**src/rtl/dmem_port_arbiter_pkg.sv**
```systemverilog
// rtl/dmem_port_arbiter_pkg.sv - shared defaults, port ids and FSM states for the data-memory arbiter
package dmem_port_arbiter_pkg;

    localparam int DATA_W_DEF     = 32;
    localparam int ADDR_W_DEF     = 32;
    localparam int DEPTH_LOG2_DEF = 10;
    localparam int LOCK_MAX_DEF   = 8;

    localparam logic P_CPU = 1'b0;
    localparam logic P_LDR = 1'b1;

    typedef enum logic {
        ST_ARB    = 1'b0,
        ST_LOCKED = 1'b1
    } arb_state_t;

endpackage

```
**src/rtl/rr_arbiter2.sv**
```systemverilog
// rtl/rr_arbiter2.sv - two-way round-robin grant; pointer moves past whichever port the caller granted
module rr_arbiter2
    import dmem_port_arbiter_pkg::*;
(
    input  logic       clk,
    input  logic       reset,
    input  logic [1:0] req,
    input  logic       advance,
    input  logic       adv_port,
    output logic [1:0] gnt
);

    logic ptr;

    always_comb begin
        gnt = req;
        if (req == 2'b11) begin
            gnt = (ptr == P_LDR) ? 2'b10 : 2'b01;
        end
    end

    // The final grant may come from the lock FSM rather than gnt, so the caller says who won.
    always_ff @(posedge clk or negedge reset) begin
        if (!reset) begin
            ptr <= P_CPU;
        end else if (advance) begin
            ptr <= ~adv_port;
        end
    end

endmodule

```
**src/rtl/dmem_port_arbiter.sv**
```systemverilog
// rtl/dmem_port_arbiter.sv - CPU/loader data-memory port arbiter with bounded loader lock
module dmem_port_arbiter
    import dmem_port_arbiter_pkg::*;
#(
    parameter int DATA_W     = DATA_W_DEF,
    parameter int ADDR_W     = ADDR_W_DEF,
    parameter int DEPTH_LOG2 = DEPTH_LOG2_DEF,
    parameter int LOCK_MAX   = LOCK_MAX_DEF
) (
    input  logic                  clk,
    input  logic                  reset,
    input  logic                  p0_req,
    input  logic                  p0_we,
    input  logic [ADDR_W-1:0]     p0_addr,
    input  logic [DATA_W-1:0]     p0_wdata,
    output logic                  p0_gnt,
    output logic                  p0_rvalid,
    output logic [DATA_W-1:0]     p0_rdata,
    output logic                  p0_err,
    output logic                  cpu_stall,
    input  logic                  p1_req,
    input  logic                  p1_we,
    input  logic [ADDR_W-1:0]     p1_addr,
    input  logic [DATA_W-1:0]     p1_wdata,
    input  logic                  p1_lock,
    output logic                  p1_gnt,
    output logic                  p1_rvalid,
    output logic [DATA_W-1:0]     p1_rdata,
    output logic                  p1_err,
    output logic                  mem_en,
    output logic                  mem_we,
    output logic [DEPTH_LOG2-1:0] mem_addr,
    output logic [DATA_W-1:0]     mem_wdata,
    input  logic [DATA_W-1:0]     mem_rdata
);

    localparam int CNT_W = $clog2(LOCK_MAX + 1);
    localparam logic [CNT_W-1:0] CNT_MAX = CNT_W'(LOCK_MAX);

    arb_state_t        state, state_nxt;
    logic [CNT_W-1:0]  cnt, cnt_nxt;
    logic [1:0]        rr_gnt, gnt;
    logic              sel, g_we, legal;
    logic [ADDR_W-1:0] g_addr;
    logic [DATA_W-1:0] g_wdata;
    logic              rsp_valid, rsp_port, rsp_err;

    rr_arbiter2 u_rr (
        .clk      (clk),
        .reset    (reset),
        .req      ({p1_req, p0_req}),
        .advance  (|gnt),
        .adv_port (gnt[1]),
        .gnt      (rr_gnt)
    );

    always_comb begin
        state_nxt = state;
        cnt_nxt   = cnt;
        gnt       = 2'b00;
        case (state)
            ST_ARB: begin
                gnt = rr_gnt;
                if (rr_gnt[1] && p1_lock) begin
                    state_nxt = ST_LOCKED;
                    cnt_nxt   = CNT_W'(1);
                end
            end
            ST_LOCKED: begin
                // At the cap the loader keeps going only while the CPU is not waiting.
                if (p1_req && p1_lock && ((cnt < CNT_MAX) || !p0_req)) begin
                    gnt = 2'b10;
                    if (cnt < CNT_MAX) begin
                        cnt_nxt = cnt + CNT_W'(1);
                    end
                end else begin
                    state_nxt = ST_ARB;
                    cnt_nxt   = '0;
                    gnt       = ((cnt == CNT_MAX) && p0_req) ? 2'b01 : rr_gnt;
                end
            end
            default: state_nxt = ST_ARB;
        endcase
        if (!reset) begin
            gnt = 2'b00;
        end
    end

    assign sel     = gnt[1];
    assign g_addr  = sel ? p1_addr  : p0_addr;
    assign g_we    = sel ? p1_we    : p0_we;
    assign g_wdata = sel ? p1_wdata : p0_wdata;
    assign legal   = (g_addr[1:0] == 2'b00) && (g_addr[ADDR_W-1:DEPTH_LOG2+2] == '0);

    assign p0_gnt    = gnt[0];
    assign p1_gnt    = gnt[1];
    assign cpu_stall = reset & p0_req & ~gnt[0];

    assign mem_en    = (|gnt) & legal;
    assign mem_we    = mem_en & g_we;
    assign mem_addr  = mem_en ? g_addr[DEPTH_LOG2+1:2] : '0;
    assign mem_wdata = mem_we ? g_wdata : '0;

    always_ff @(posedge clk or negedge reset) begin
        if (!reset) begin
            state     <= ST_ARB;
            cnt       <= '0;
            rsp_valid <= 1'b0;
            rsp_port  <= P_CPU;
            rsp_err   <= 1'b0;
        end else begin
            state     <= state_nxt;
            cnt       <= cnt_nxt;
            // Legal writes are posted; everything else answers one cycle after grant.
            rsp_valid <= (|gnt) & (~legal | ~g_we);
            rsp_port  <= sel;
            rsp_err   <= (|gnt) & ~legal;
        end
    end

    assign p0_rvalid = rsp_valid & (rsp_port == P_CPU);
    assign p1_rvalid = rsp_valid & (rsp_port == P_LDR);
    assign p0_err    = p0_rvalid & rsp_err;
    assign p1_err    = p1_rvalid & rsp_err;
    assign p0_rdata  = (p0_rvalid & ~rsp_err) ? mem_rdata : '0;
    assign p1_rdata  = (p1_rvalid & ~rsp_err) ? mem_rdata : '0;

endmodule

```
**config.mk**
```make
export PLATFORM = sky130hd
export DESIGN_NAME = dmem_port_arbiter
export DESIGN_NICKNAME = d
export VERILOG_FILES = /design/src/rtl/dmem_port_arbiter_pkg.sv /design/src/rtl/rr_arbiter2.sv /design/src/rtl/dmem_port_arbiter.sv
export SDC_FILE = /design/constraint.sdc
export NUM_CORES = 1
export LEC_CHECK = 0
export CAP_MARGIN = 0
export CORE_AREA = 4 4 109 111
export CTS_CLUSTER_SIZE = 28
export DETAILED_ROUTE_END_ITERATION = 12
export DIE_AREA = 0 0 113 115
export PLACE_DENSITY_LB_ADDON = 0.08
export SYNTH_ARGS = -nofsm -noshare
export SYNTH_HDL_FRONTEND = slang
export SYNTH_SLANG_ARGS = --single-unit
```
**constraint.sdc**
```tcl
create_clock -name clk -period 4.9 [get_ports clk]
set_clock_uncertainty 0.05 [all_clocks]
set_input_delay 0.98 -clock clk [delete_from_list [all_inputs] [get_ports clk]]
set_output_delay 0.98 -clock clk [all_outputs]
set_load 0.02 [all_outputs]
```
* Word level (Yosys, flattened, before mapping)
Cells that the tools add are included.
** Cells by class
- Order comparisons :: 1
- Equal/unequal tests :: 4
- Mux-type cells :: 20
- Reduce and logical (&&, ||, !) cells :: 11
- Bitwise logic cells :: 20
- Add/sub/neg operators :: 1
** Operators by type and width (count)
- $mux 32 :: 5
- $logic_not 20->1 :: 1
- $and 1x1->1 :: 12
- $mux 4 :: 3
- $mux 10 :: 1
- $mux 2 :: 5
- $pmux 4 s2 :: 1
- $not 1->1 :: 7
- $logic_and 1x1->1 :: 5
- $add 4x1->4 const B :: 1
- $eq 4x4->1 const B :: 1
- $lt 4x4->1 const B :: 1
- $pmux 2 s2 :: 1
- $mux 1 :: 3
- $ne 3x2->1 const B :: 1
- $eq 2x2->1 const B :: 1
- $logic_not 2->1 :: 1
- $ne 2x2->1 const B :: 1
- $pmux 1 s2 :: 1
- $reduce_and 2->1 :: 1
- $reduce_or 2->1 :: 1
- $logic_not 1->1 :: 1
- $logic_or 1x1->1 :: 1
- $or 1x1->1 :: 1
** Storage, ports and cells
- Output and inout bits :: 115
- Bits of input ports :: 167
- Bits in registers :: 9
- Word-level logic and storage cells :: 63

* Longest topological paths before layout
- Depth after elaboration :: 12
- Gate-level depth with buffers :: 8

* By module
A second synthesis with hierarchy kept.
** Unflattened totals
- Cells, all modules :: 260
- Area, all modules :: 2000.7 µm²
** Modules (own cells, without submodules)
- dmem_port_arbiter :: area each 1948.1 µm², seq. area each 200.2 µm², cells an instance 254, instances 1
- rr_arbiter2 :: area each 52.6 µm², seq. area each 25.0 µm², cells an instance 6, instances 1

* Least setup slack after synthesis
OpenSTA, ideal clock, no wires.
- Path kind :: input to output
- Start point :: input p0_addr[27]
- End point :: output mem_wdata[10]
- Arrival time :: 2.359 ns
- Buffers on the path :: 1
- Path slack :: 1.511 ns
- Stages :: 6
- Data required time :: 3.870 ns
- Path through :: nor4_1 -> nand4_1 -> or3_4 -> o2bb2ai_4 -> buf_6 -> a32o_2
** On the way
- Longest elaborated chain between the ends :: 6
** RTL lines
- from (decl) :: RTL line dmem_port_arbiter.sv:14 : input logic [ADDR_W-1:0] p0_addr,
- $mux 32 :: RTL line dmem_port_arbiter.sv:90 : assign g_addr = sel ? p1_addr : p0_addr;
- $logic_not 20->1 :: RTL line dmem_port_arbiter.sv:93 : assign legal = (g_addr[1:0] == 2'b00) && (g_addr[ADDR_W-1:DEPTH_LOG2+2] == '0);
- $logic_and 1x1->1 :: RTL line dmem_port_arbiter.sv:93
- $and 1x1->1 :: RTL line dmem_port_arbiter.sv:99 : assign mem_en = (|gnt) & legal;
- $and 1x1->1 :: RTL line dmem_port_arbiter.sv:100 : assign mem_we = mem_en & g_we;
- $mux 32 :: RTL line dmem_port_arbiter.sv:102 : assign mem_wdata = mem_we ? g_wdata : '0;
- to (decl) :: RTL line dmem_port_arbiter.sv:33 : output logic [DATA_W-1:0] mem_wdata,
No other way between the ends.

* Worst setup path after layout
- Start point :: input p0_addr[0]
- End point :: output mem_wdata[6]
** On the way
- Longest elaborated chain between the ends :: 6
** RTL lines (RTL line)
- $mux 32 :: dmem_port_arbiter.sv:90
- $logic_not 2->1 :: dmem_port_arbiter.sv:93
- $logic_and 1x1->1 :: dmem_port_arbiter.sv:93
- $and 1x1->1 :: dmem_port_arbiter.sv:99
- $and 1x1->1 :: dmem_port_arbiter.sv:100
- $mux 32 :: dmem_port_arbiter.sv:102
No other way between the ends.

==> impl_results.html <==
<table>
<tr><th>Metric</th><th>Value</th></tr>
<tr><th colspan="2">Synthesis</th></tr>
<tr><td>Mean instance size in the synthesized netlist</td><td>~8.2 sq um</td></tr>
<tr><td>Mux share of post-synthesis cell area</td><td>0</td></tr>
<tr><td>Largest family of logic cells by synthesized area</td><td>simple AND/OR/NAND/NOR gates</td></tr>
<tr><td>Syn_nets</td><td>375</td></tr>
<tr><td>Netlist Area Pre-Place</td><td>1688 sq um</td></tr>
<tr><td>Post-synthesis sequential area ratio</td><td>0.1334</td></tr>
<tr><td>Total of warnings raised by yosys</td><td>0</td></tr>
<tr><td>Xor/xnor cell area share of the yosys netlist</td><td>0</td></tr>
<tr><td>Number of distinct standard cells referenced by the synthesized netlist</td><td>39</td></tr>
<tr><td>Area share of and/or/nand/nor cells after synthesis</td><td>0.3825</td></tr>
<tr><td>Flop and latch count out of synthesis</td><td>9</td></tr>
<tr><td>Syn Inst Count</td><td>206</td></tr>
<tr><td>Adder-cell share of the synthesized area</td><td>0.01483</td></tr>
<tr><td>Complex-gate fraction of the synthesized area</td><td>0.3751</td></tr>
<tr><th colspan="2">Setup path</th></tr>
<tr><td>CP Capture Type</td><td>output pin</td></tr>
<tr><td>Register-to-Register Path Depth</td><td>8</td></tr>
<tr><td>End of the worst register-to-register path</td><td>rsp_err$_DFF_PN0_</td></tr>
<tr><td>Slowest cell on crit path</td><td>sky130_fd_sc_hd__clkdlybuf4s50_1</td></tr>
<tr><td>Crit start category</td><td>input port</td></tr>
<tr><td>Flop2flop setup slack</td><td>3.11 ns</td></tr>
<tr><td>Start of the worst register-to-register path</td><td>cnt[0]$_DFFE_PN0P_</td></tr>
<tr><td>Largest stage delay, worst path</td><td>0.61 ns</td></tr>
<tr><td>Category of the most critical setup path</td><td>input port to output pin</td></tr>
<tr><td>Data arrival time of the critical path</td><td>roughly 3.5 ns</td></tr>
<tr><td>Cell class contributing the biggest share of worst-path delay</td><td>buffers and inverters</td></tr>
<tr><td>Buf+Inv Stages, Crit Path</td><td>3</td></tr>
<tr><td>Crit-path max FO</td><td>32</td></tr>
<tr><td>CP required</td><td>3.87 ns</td></tr>
<tr><td>Most frequent cell on the critical path</td><td>sky130_fd_sc_hd__clkdlybuf4s50_1</td></tr>
<tr><td>CP cell instances</td><td>clkdlybuf4s50_1 -&gt; nor4_1 -&gt; nand4_1 -&gt; or3_4 -&gt; o2bb2ai_4 -&gt; buf_12 -&gt; a32o_2 -&gt; clkdlybuf4s50_1</td></tr>
<tr><th colspan="2">Floorplanning</th></tr>
<tr><td>Floorplan die height</td><td>115 um</td></tr>
<tr><td>Count of pins on the block boundary</td><td>282</td></tr>
<tr><td>Die boundary width</td><td>roughly 110 um</td></tr>
<tr><td>Starting density of the core</td><td>0.1564</td></tr>
<tr><td>Row Count</td><td>38</td></tr>
<tr><td>Die area</td><td>13000 sq um</td></tr>
<tr><td>Area of the core</td><td>10790 sq um</td></tr>
<tr><th colspan="2">Clock tree</th></tr>
<tr><td>Post-CTS resize count</td><td>0</td></tr>
<tr><td>Htree depth</td><td>1</td></tr>
<tr><td>Number of hold buffers added after CTS</td><td>0</td></tr>
<tr><td>Setup repair bufs after CTS</td><td>0</td></tr>
<tr><td>Clk Latency, worst-skew pair</td><td>0.23 ns</td></tr>
<tr><td>Clock tree from TritonCTS</td><td>built</td></tr>
<tr><td>Sinks on Clock Net</td><td>9</td></tr>
<tr><td>Max Root-Sink Buffers</td><td>2</td></tr>
<tr><td>Clk slew on worst S/H paths</td><td>0.04 ns</td></tr>
<tr><td>Master cell of the clock root buffer</td><td>sky130_fd_sc_hd__clkbuf_8</td></tr>
<tr><td>Number of CTS-inserted buffers</td><td>3</td></tr>
<tr><th colspan="2">Placement</th></tr>
<tr><td>Count of buffers from port buffering</td><td>281</td></tr>
<tr><td>Worst Setup Slack post-DPL</td><td>0.2619 ns</td></tr>
<tr><td>Total cell area at the placement stage</td><td>4632 sq um</td></tr>
<tr><td>Final RePlAce weighted congestion</td><td>approximately 0.85</td></tr>
<tr><td>Sum of net half-perimeters after detailed placement</td><td>9103 um</td></tr>
<tr><td>DP Cell Count</td><td>between 600 and 700</td></tr>
<tr><th colspan="2">STA</th></tr>
<tr><td>Worst Slack Setup Final</td><td>0.3280 ns</td></tr>
<tr><td>Slew margin rel.</td><td>0.6929</td></tr>
<tr><td>Post-route minimum period</td><td>between 4 and 5 ns</td></tr>
<tr><td>Total of endpoints with negative setup slack in the final report</td><td>0</td></tr>
<tr><td>Fin. max-slew vios</td><td>0</td></tr>
<tr><td>Post-route setup TNS</td><td>0 ns</td></tr>
<tr><td>Highest Clock Rate</td><td>approximately 220 MHz</td></tr>
<tr><td>Least-Margin Pin Slew</td><td>0.4589 ns</td></tr>
<tr><td>Final Hold Vio Count</td><td>0</td></tr>
<tr><td>Unrepaired setup endpoints after global routing</td><td>false</td></tr>
<tr><td>Post-route clock period utilization</td><td>0.9331</td></tr>
<tr><td>Worst hold slack</td><td>0.5043 ns</td></tr>
<tr><th colspan="2">Finish</th></tr>
<tr><td>Most common cell after layout, fill and taps aside</td><td>sky130_fd_sc_hd__clkdlybuf4s50_1</td></tr>
<tr><td>Layout cell share with drive strength beyond 1</td><td>0.1017</td></tr>
<tr><td>Final cell utilization of the core</td><td>0.4333</td></tr>
<tr><td>Growth of design area from synthesis to finish</td><td>177.1%</td></tr>
<tr><td>NumNets Final</td><td>652</td></tr>
<tr><td>Post-route standard cell area excluding fillers</td><td>4677 sq um</td></tr>
<tr><td>Most frequent cells in the layout</td><td>sky130_fd_sc_hd__clkdlybuf4s50_1 (281), sky130_fd_sc_hd__and2_1 (67), sky130_fd_sc_hd__a32o_2 (30), sky130_fd_sc_hd__a22o_1 (10)</td></tr>
<tr><td>Non-filler instance count after layout</td><td>622</td></tr>
<tr><td>Diodes inserted</td><td>0</td></tr>
<tr><th colspan="2">Detailed routing</th></tr>
<tr><td>Remaining DRCs</td><td>0</td></tr>
<tr><td>Number of vias in the routed layout</td><td>2728</td></tr>
<tr><td>Iteration-0 DRC Markers</td><td>110</td></tr>
<tr><td>Final routed wire length divided by cell count</td><td>16.78 um</td></tr>
<tr><td>Number of search-and-repair iterations in the first detailed-routing pass</td><td>4</td></tr>
<tr><td>Number of vias per cell after detailed routing</td><td>4.386</td></tr>
<tr><td>Total length of routed wires</td><td>10440 um</td></tr>
<tr><td>Final ANT Viol Nets</td><td>0</td></tr>
<tr><th colspan="2">Power</th></tr>
<tr><td>Power density relative to cell area</td><td>102.5 nW/um^2</td></tr>
<tr><td>Peak ir drop on the vdd network</td><td>between 0.00006 and 0.00007 V</td></tr>
<tr><td>Cell leakage power</td><td>between 1.5 and 2 nW</td></tr>
<tr><td>Total power after layout</td><td>0.4795 mW</td></tr>
<tr><th colspan="2">GRT</th></tr>
<tr><td>Initial antenna violation count</td><td>0</td></tr>
<tr><td>First-pass GRT wire length</td><td>15330 um</td></tr>
<tr><td>Maximum number of pins on one net before global-route repair</td><td>33</td></tr>
<tr><td>GRT Total Usage</td><td>0.1455</td></tr>
<tr><td>Global-route congestion overflow total</td><td>0</td></tr>
<tr><td>Vias in the first global route</td><td>2936</td></tr>
<tr><th colspan="2">Min path</th></tr>
<tr><td>Type of the tightest min-delay check</td><td>flop to flop</td></tr>
<tr><td>Hold Path Origin</td><td>cnt[2]$_DFFE_PN0P_</td></tr>
<tr><td>Worst hold path depth</td><td>1</td></tr>
<tr><td>End point of the most critical hold path</td><td>cnt[2]$_DFFE_PN0P_</td></tr>
<tr><th colspan="2">Status</th></tr>
<tr><td>Run status</td><td>finished, final reports clean</td></tr>
<tr><th colspan="2">Flow run</th></tr>
<tr><td>Count of maximum capacitance violations</td><td>0</td></tr>
</table>
-- cell usage after synthesis, drive strengths merged --
master   instances  share of area
ha               2          0.015
a22o            10          0.052
nand4            4          0.019
nor4            10          0.041
dfrtp            9           0.13
nand2            7          0.016
o21a             1         0.0044
o2bb2ai          1          0.016
or3              1         0.0067
and2            67           0.25
inv              8          0.018
nor3             1         0.0030
a21boi           2          0.011
o22ai            3          0.011
a21oi            4          0.012
o31a             1         0.0052
nor2             7          0.020
clkbuf           8          0.030
o21ai            4          0.012
and3             2         0.0074
or2              1         0.0037
a41oi            1         0.0052
a32o            32           0.21
nand2b           1         0.0037
a21o             1         0.0044
o211ai           2          0.017
a31oi            2         0.0074
o41ai            1         0.0052
nor2b            4          0.015
buf              9          0.047
-- worst reg2reg max path, cell delays in order (launching register included) --
cell	delay, ns
sky130_fd_sc_hd__dfrtp_1	0.38
sky130_fd_sc_hd__inv_1	0.08
sky130_fd_sc_hd__ha_1	0.20
sky130_fd_sc_hd__nand4_1	0.11
sky130_fd_sc_hd__o211ai_1	0.10
sky130_fd_sc_hd__a21boi_2	0.23
sky130_fd_sc_hd__buf_4	0.28
sky130_fd_sc_hd__inv_1	0.12
sky130_fd_sc_hd__o22ai_1	0.15
-- registers in the layout (all words and copies together), names as in the netlist --
| name | cells |
|---|---|
| cnt | 4 |
| rsp_valid | 1 |
| rsp_err | 1 |
| u_rr.ptr | 1 |
| rsp_port | 1 |
| state | 1 |
-- cell families after synthesis --
family | after synthesis
AND/OR/NAND/NOR | 105
AO/OA/AOI/OAI | 65
buffers and inverters | 25
flip-flops | 9
adder cells (fa/ha/maj) | 2
-- layer usage --
metal  vias up  global-route usage  wire [um]
li1       1341                   -          -
met2       174              0.2938       5579
met5         -                   0          0
met1      1209              0.1470       3675
met3         4             0.04947       1116
met4         0             0.01843         65
-- how the worst max path moves through the flow --
stage,start,end,slack [ns],cells past startpoint
after floorplan,p0_addr[27],mem_wdata[10],1.51,6
after global placement,p0_addr[27],mem_wdata[5],0.28,8
after detailed placement,p1_addr[15],mem_addr[1],0.26,7
after CTS,p0_addr[0],mem_wdata[5],0.25,8
after global routing,p1_addr[15],mem_addr[1],0.12,7
final,p0_addr[0],mem_wdata[6],0.33,8
-- power breakdown --
| group | internal, mW | switching (mW) | total (mW) | leakage (nW) |
|---|---|---|---|---|
| Clock | 0.0566 | 0.0283 | 0.0849 | 0.0228 |
| Sequential | 0.0825 | 0.00785 | 0.0903 | 0.116 |
| Combinational | 0.191 | 0.113 | 0.304 | 1.73 |
-- area by class of cell --
type / count / area (sq um)
multi-input combinational: 172 / 1304
clock buffer: 4 / 45.04
tap: 140 / 175.2
sequential: 9 / 225.2
inverter: 8 / 30.03
timing repair buffer: 289 / 2898
fill: 1090 / 6116
Note: power is estimated with default switching activity, not from simulation.
